File: config.mk
export PLATFORM = sky130hd
export DESIGN_NAME = inst_buffer
export DESIGN_NICKNAME = d
export VERILOG_FILES = /design/src/rtl/inst_buffer_pkg.sv /design/src/rtl/inst_buffer.sv
export SDC_FILE = /design/constraint.sdc
export NUM_CORES = 2
export LEC_CHECK = 0
export CAP_MARGIN = 30
export CORE_MARGIN = 1.5
export CORE_UTILIZATION = 35
export CTS_CLUSTER_DIAMETER = 120
export DETAILED_ROUTE_END_ITERATION = 8
export PLACE_DENSITY = 0.6
export SLEW_MARGIN = 20
export SYNTH_ARGS = -nofsm -noshare
export SYNTH_HDL_FRONTEND = slang
export SYNTH_SLANG_ARGS = --single-unit
File: constraint.sdc
create_clock -name clock -period 40.6 [get_ports clock]
set_input_delay 8.12 -clock clock [delete_from_list [all_inputs] [get_ports clock]]
set_output_delay 8.12 -clock clock [all_outputs]
set_load 0.01 [all_outputs]
File: src/rtl/inst_buffer_pkg.sv
// Shared types for the fetch-to-dispatch instruction buffer.
// Holds the fetch packet layout, default sizes and the debug view.
package inst_buffer_pkg;

   localparam int NUM_WAYS        = 2;
   localparam int IB_DEPTH        = 16;
   localparam int IB_DEPTH_BITS   = $clog2(IB_DEPTH);
   localparam int NUM_SCALAR_BITS = $clog2(NUM_WAYS + 1);

   typedef struct packed {
      logic       taken;
      logic [1:0] ctr;
   } BP_PACKET;

   typedef struct packed {
      logic [31:0] inst;
      logic [31:0] PC;
      logic [31:0] NPC;
      BP_PACKET    bp_packet;
      logic [31:0] predicted_PC;
   } FETCH_PACKET;

   typedef struct packed {
      logic [IB_DEPTH_BITS-1:0] head;
      logic [IB_DEPTH_BITS-1:0] tail;
      logic [IB_DEPTH_BITS:0]   count;
   } IB_DEBUG;

endpackage

File: src/rtl/inst_buffer.sv
// N-wide circular instruction buffer between fetch and dispatch.
// Ports: clock/reset (sync, active-high); fetch_valid/fetch_packets in,
//   ib_spots out (free slots, max N); num_dispatched in (head prefix
//   consumed); restore_valid in (full flush); inst_buffer_instructions_valid
//   and inst_buffer_packets out (head window, lanes past valid are zero).
module inst_buffer
   import inst_buffer_pkg::*;
#(
   parameter int  N     = NUM_WAYS,
   parameter int  IB_SZ = IB_DEPTH,
   localparam int IDX   = $clog2(IB_SZ),
   localparam int CW    = IDX + 1,
   localparam int SW    = $clog2(N + 1)
) (
   input  logic                  clock,
   input  logic                  reset,
   input  logic [SW-1:0]         fetch_valid,
   input  FETCH_PACKET [N-1:0]   fetch_packets,
   output logic [SW-1:0]         ib_spots,
   input  logic [SW-1:0]         num_dispatched,
   input  logic                  restore_valid,
   output logic [SW-1:0]         inst_buffer_instructions_valid,
   output FETCH_PACKET [N-1:0]   inst_buffer_packets
`ifdef DEBUG
   ,
   output IB_DEBUG               ib_debug
`endif
);

   logic [IDX-1:0] head_q, head_d;
   logic [IDX-1:0] tail_q, tail_d;
   logic [CW-1:0]  count_q, count_d;
   logic [CW-1:0]  free;
   logic [SW-1:0]  accepted;
   logic [SW-1:0]  deq;
   FETCH_PACKET    entries_q [IB_SZ];

   function automatic logic [SW-1:0] min_sw(
      input logic [SW-1:0] a,
      input logic [SW-1:0] b
   );
      return (a < b) ? a : b;
   endfunction

   function automatic logic [SW-1:0] clamp_n(input logic [CW-1:0] v);
      return (v > CW'(N)) ? SW'(N) : SW'(v);
   endfunction

   // Spots use only the registered count: a same-cycle dequeue is not
   // credited, keeping dispatch off the fetch timing path.
   assign free                           = CW'(IB_SZ) - count_q;
   assign ib_spots                       = clamp_n(free);
   assign inst_buffer_instructions_valid = clamp_n(count_q);
   assign accepted = min_sw(fetch_valid, ib_spots);
   assign deq      = min_sw(num_dispatched, inst_buffer_instructions_valid);

   always_comb begin
      for (int i = 0; i < N; i++) begin
         inst_buffer_packets[i] = '0;
         if (SW'(i) < inst_buffer_instructions_valid)
            inst_buffer_packets[i] = entries_q[head_q + IDX'(i)];
      end
   end

   always_comb begin
      head_d  = head_q + IDX'(deq);
      tail_d  = tail_q + IDX'(accepted);
      count_d = count_q + CW'(accepted) - CW'(deq);
      if (restore_valid) begin
         head_d  = '0;
         tail_d  = '0;
         count_d = '0;
      end
   end

   always_ff @(posedge clock) begin
      if (reset) begin
         head_q  <= '0;
         tail_q  <= '0;
         count_q <= '0;
      end else begin
         head_q  <= head_d;
         tail_q  <= tail_d;
         count_q <= count_d;
      end
   end

   // Contents are never cleared; the count masks stale entries.
   always_ff @(posedge clock) begin
      if (!reset && !restore_valid) begin
         for (int i = 0; i < N; i++) begin
            if (SW'(i) < accepted)
               entries_q[tail_q + IDX'(i)] <= fetch_packets[i];
         end
      end
   end

`ifdef DEBUG
   assign ib_debug = '{head: head_q, tail: tail_q, count: count_q};
`endif

endmodule

### Word level (Yosys, flattened, before mapping)

Memory sizes are Yosys's and may differ from the RTL's. A register that Yosys moved wholly into a read port is not among the register bits.
Index checks and enable logic that the tools add are counted.

* add/subtract/negate cells: 7
* magnitude comparators: 8
* multiplexer cells: 13
* reductions and logical operators: 4

Operator list (number)
* 131-bit 2-to-1 mux: 2
* 5-bit by 2-bit > comparator with 1-bit output (second input constant): 2
* 4-bit by 1-bit adder with 4-bit output (second input constant): 2
* 4-bit by 2-bit adder with 4-bit output: 2
* 1-bit by 2-bit less-than comparator with 1-bit output (first input constant): 4
* 2-bit 2-to-1 mux: 4
* 1-bit 2-to-1 mux: 6
* 5-bit by 2-bit adder with 5-bit output: 1
* 5-bit by 2-bit subtractor with 5-bit output: 1
* 5-bit subtractor (first input constant): 1
* 2-bit less-than comparator: 2
* 4-bit 2-to-1 mux: 1
* 1-bit zero test: 2
* 2-bit OR reduction: 1
* 1-bit logical AND: 1

* register bits after elaboration: 13
* RAM bits: 2096
* output and inout port bits: 266
* memories: 1

Memory list
* entries_q: words 16, bits a word 131, read ports 2, clocked after memory_dff 1, wr ports 2, RTL line inst_buffer.sv:36 `FETCH_PACKET entries_q [IB_SZ];`

### Logic depth before layout (Yosys ltp)

* word-level depth: 9
* depth in mapped cells: 16

### Worst setup path after synthesis

Ideal clock, no wire load.

* path type: in2reg
* start point: input fetch_valid[1]
* end point: memory entries_q[12][0] in the netlist's numbering (enable)
* arrival: 21992 ps
* required time: 39625 ps
* path slack: 17633 ps
* cell stages on the path: 5
* cells stage by stage: ha_1 nand2_1 o32ai_1 nor2_1 o41ai_1

RTL lines
* from (decl): RTL line inst_buffer.sv:17 `input logic [SW-1:0] fetch_valid,`
* to (decl): RTL line inst_buffer.sv:36

==> results_dict.tcl <==
set metrics [dict create \
    syn-mean-instance-area_um2 17.5 \
    slowest_delay_ns 0.77 \
    port_buffers 534 \
    synth-seq-cells 2109 \
    fillers 31800 \
    ant_nets 0 \
    stdcell_area_um2 142000 \
    power.leakage_nw 42.7 \
    multi_input_area_um2 57400 \
    startpoint_type "flop" \
    start_util 0.353 \
    grt_setup_unrepaired "no" \
    utilization 0.401 \
    worst_slack_ns 25.30 \
    drt_iter0_drc 8669 \
    worst_slew_pin_slew_ns 1.18 \
    setup_tns_ns 0 \
    ys_types 47 \
    gp_congestion 0.801 \
    core_um2 353000 \
    max-slew-margin-rel 0.210 \
    cp_cell_sequence "buf_4 > nand3_1 > xor2_4 > buf_4 > buf_4 > buf_4 > a211oi_1 > a211oi_1 > clkdlybuf4s50_1" \
    status "completed" \
    regArea_um2 63200 \
    netlist_instances 7111 \
    synth-edff-count 2096 \
    clkTransAtPathRegs_ns 0.06 \
    yosys.area.top_type_share 0.505 \
    worstPathRequired_ns 32.48 \
    root_buffer "clkbuf_16" \
    nets 7511 \
    criticalPathCategory "reg -> out" \
    crit_top_cell "buf_4" \
    ctsResizeCount 0 \
    via_per_inst 6.22 \
    clk_latency_ns 0.94 \
    yosysTopAreaCell "edfxtp_1" \
    ys.flop_type "edfxtp_1" \
    skew_ns 0.0465 \
    grt_start_max_net_pins 140 \
    drcViolationCount 0 \
    clockBufferDepth 4 \
    peakVddDrop_v 0.000124 \
    die_area_um2 360000 \
    cts.sinks 2109 \
    grt_pass1_wl_mm 616 \
    numCtsBuffers 242 \
    yosysMostFrequentCell "edfxtp_1" \
    arrival_ns 7.18 \
    cts_hold_buf 0 \
    synth_warnings 0 \
    fmax_mhz 65.4 \
    cp_top_family "buffers and inverters" \
    final_max_slew_viol_count 0 \
    num_io_pins 535 \
    setup_viol 0 \
    tritoncts "built" \
    finalCritPeriodShare 0.377 \
    syn_nets 7401 \
    path_buf_inv 5 \
    dpl.hpwl_mm 245 \
    overflow 0 \
    die_h_um 600 \
    first_global_vias 76500 \
    grt_antenna_before_repair 124 \
    drt_wl_total_mm 446 \
    placementRows 218 \
    fin_crit_ns 15.30 \
    cp_slowest_cell "buf_4" \
    drive_above_1_share 0.514 \
    async_flop_share 0 \
    dp_slack_ns 26.22 \
    cap_violations 0 \
    die_width_um 600 \
    area_growth_pct 13.8 \
    powerDensity_nw_per_um2 52.1 \
    ys_seq_area_frac 0.507 \
    hold_violations 0 \
    holdCritPathClass "reg -> reg" \
    avgRoutedWirePerCell_um 36.6 \
    dr_total_vias 75700 \
    syn_area_um2 125000 \
    synthTopCellsByCount "edfxtp_1 (2,096), mux2_2 (1,814), mux4_2 (1,152), clkbuf_1 (514), a211oi_1 (316)" \
    placed_area_um2 134000 \
    synth_area_leaders "edfxtp_1 (50%), mux4_2 (21%), mux2_2 (16%), mux2_4 (3.3%), a211oi_1 (1.9%)" \
    cts_setup_buffers 0 \
    cts_max_level 4 \
    crit_path_end_kind "primary output" \
    firstDrtPassIters 8 \
    grt_util_all_layers 0.242 \
    crit_fanout 51 \
]
[kinds of logic after synthesis]
kind of cell / Yosys count / share of synthesized area
AOI/OAI and AO/OA: 338 / 0.0202
xor gates and xnor gates: 12 / 0.000843
adders and majority gates: 21 / 0.00229
buffers and inverters: 875 / 0.0342
DFF: 2109 / 0.507
muxes: 3407 / 0.418
and+or+nand+nor: 349 / 0.0170
[report_power, final]
part	internal (mW)	switching [mW]	total, mW
logic	1.25	1.52	2.76
registers	2.45	0.0273	2.48
clock network	1.21	0.932	2.14
[per-stage QoR]
step           total power [mW]  std cells  hold slack, ns
2_1_floorplan              4.02       7111           0.575
3_3_place_gp               5.27      11700           0.571
3_5_place_dp               5.28      11700           0.591
4_1_cts                    7.42      12100           0.605
5_1_grt                    7.62      12200           0.640
6_report                   7.38      12200           0.628
[layout make-up]
type / instances / share of cell area
Sequential cell: 2109 / 0.446
Multi-Input combinational cell: 4127 / 0.405
Timing Repair Buffer: 734 / 0.0537
Clock buffer: 300 / 0.0444
Tap cell: 4730 / 0.0417
Clock inverter: 137 / 0.00857
Antenna cell: 39 / 0.000688
Inverter: 7 / 0.000185
[flip-flops by register name (all words and copies together) (netlist names)]
register / cells
tail_q: 4
count_q: 5
head_q: 4
entries_q: 2096
[worst register-to-register path: cells and delay by family, from the launching register on]
family          cells  cell delay [ns]
simple gates        5             1.71
flops               1             0.53
compound gates      1             0.10
mux                 1             0.54
fa+ha+maj           2             0.57
buf+inv             4             2.37
[per-layer routing]
| layer | track usage | part of all wire | routed length [µm] | up-vias |
|---|---|---|---|---|
| met4 | 0.0787 | 0.033 | 14900 | 74 |
| met2 | 0.382 | 0.46 | 207000 | 3849 |
| met3 | 0.0504 | 0.090 | 40100 | 719 |
| met5 | 0.00307 | 0.0013 | 582 | - |
| met1 | 0.334 | 0.41 | 183000 | 41300 |
| li1 | - | - | - | 29800 |
[cells in the final DEF, fill, tap and decap left out, types with 4 or more instances in the layout]
master	synthesis	layout
clkinvlp_4	0	6
bufinv_16	0	18
dfxtp_4	0	4
a21oi_1	6	6
inv_1	7	7
nand2_1	17	11
mux2i_1	159	159
nor2_1	23	16
dfxtp_1	13	9
clkdlybuf4s50_1	0	534
and2_1	6	6
nor2b_1	266	266
mux2_4	270	270
clkinv_8	0	4
mux2_1	12	12
nor3_2	1	11
clkbuf_16	0	243
or3_1	6	6
clkinv_2	0	48
buf_16	0	18
mux4_2	1152	1152
mux2_2	1814	1814
edfxtp_1	2096	2096
a211oi_1	316	314
nand2_4	0	6
nor2_4	1	8
inv_6	0	5
clkinv_1	0	51
buf_2	249	8
buf_12	30	34
clkbuf_1	514	57
diode_2	0	39
buf_4	25	139
ha_1	18	17
xnor2_1	9	9
[worst paths after layout]
| kind | from | to | slack, ns | depth (start not counted) |
|---|---|---|---|---|
| max | head_q[0]$_SDFF_PP0_ | inst_buffer_packets[216] | 25.30 | 9 |
| min | tail_q[3]$_SDFF_PP0_ | tail_q[3]$_SDFF_PP0_ | 0.63 | 2 |
| max reg2reg | count_q[1]$_SDFF_PP0_ | entries_q[7][98]$_DFFE_PP_ | 34.51 | 13 |
| min reg2reg | tail_q[3]$_SDFF_PP0_ | tail_q[3]$_SDFF_PP0_ | 0.63 | 2 |
Power figures use the tool's default switching activity.
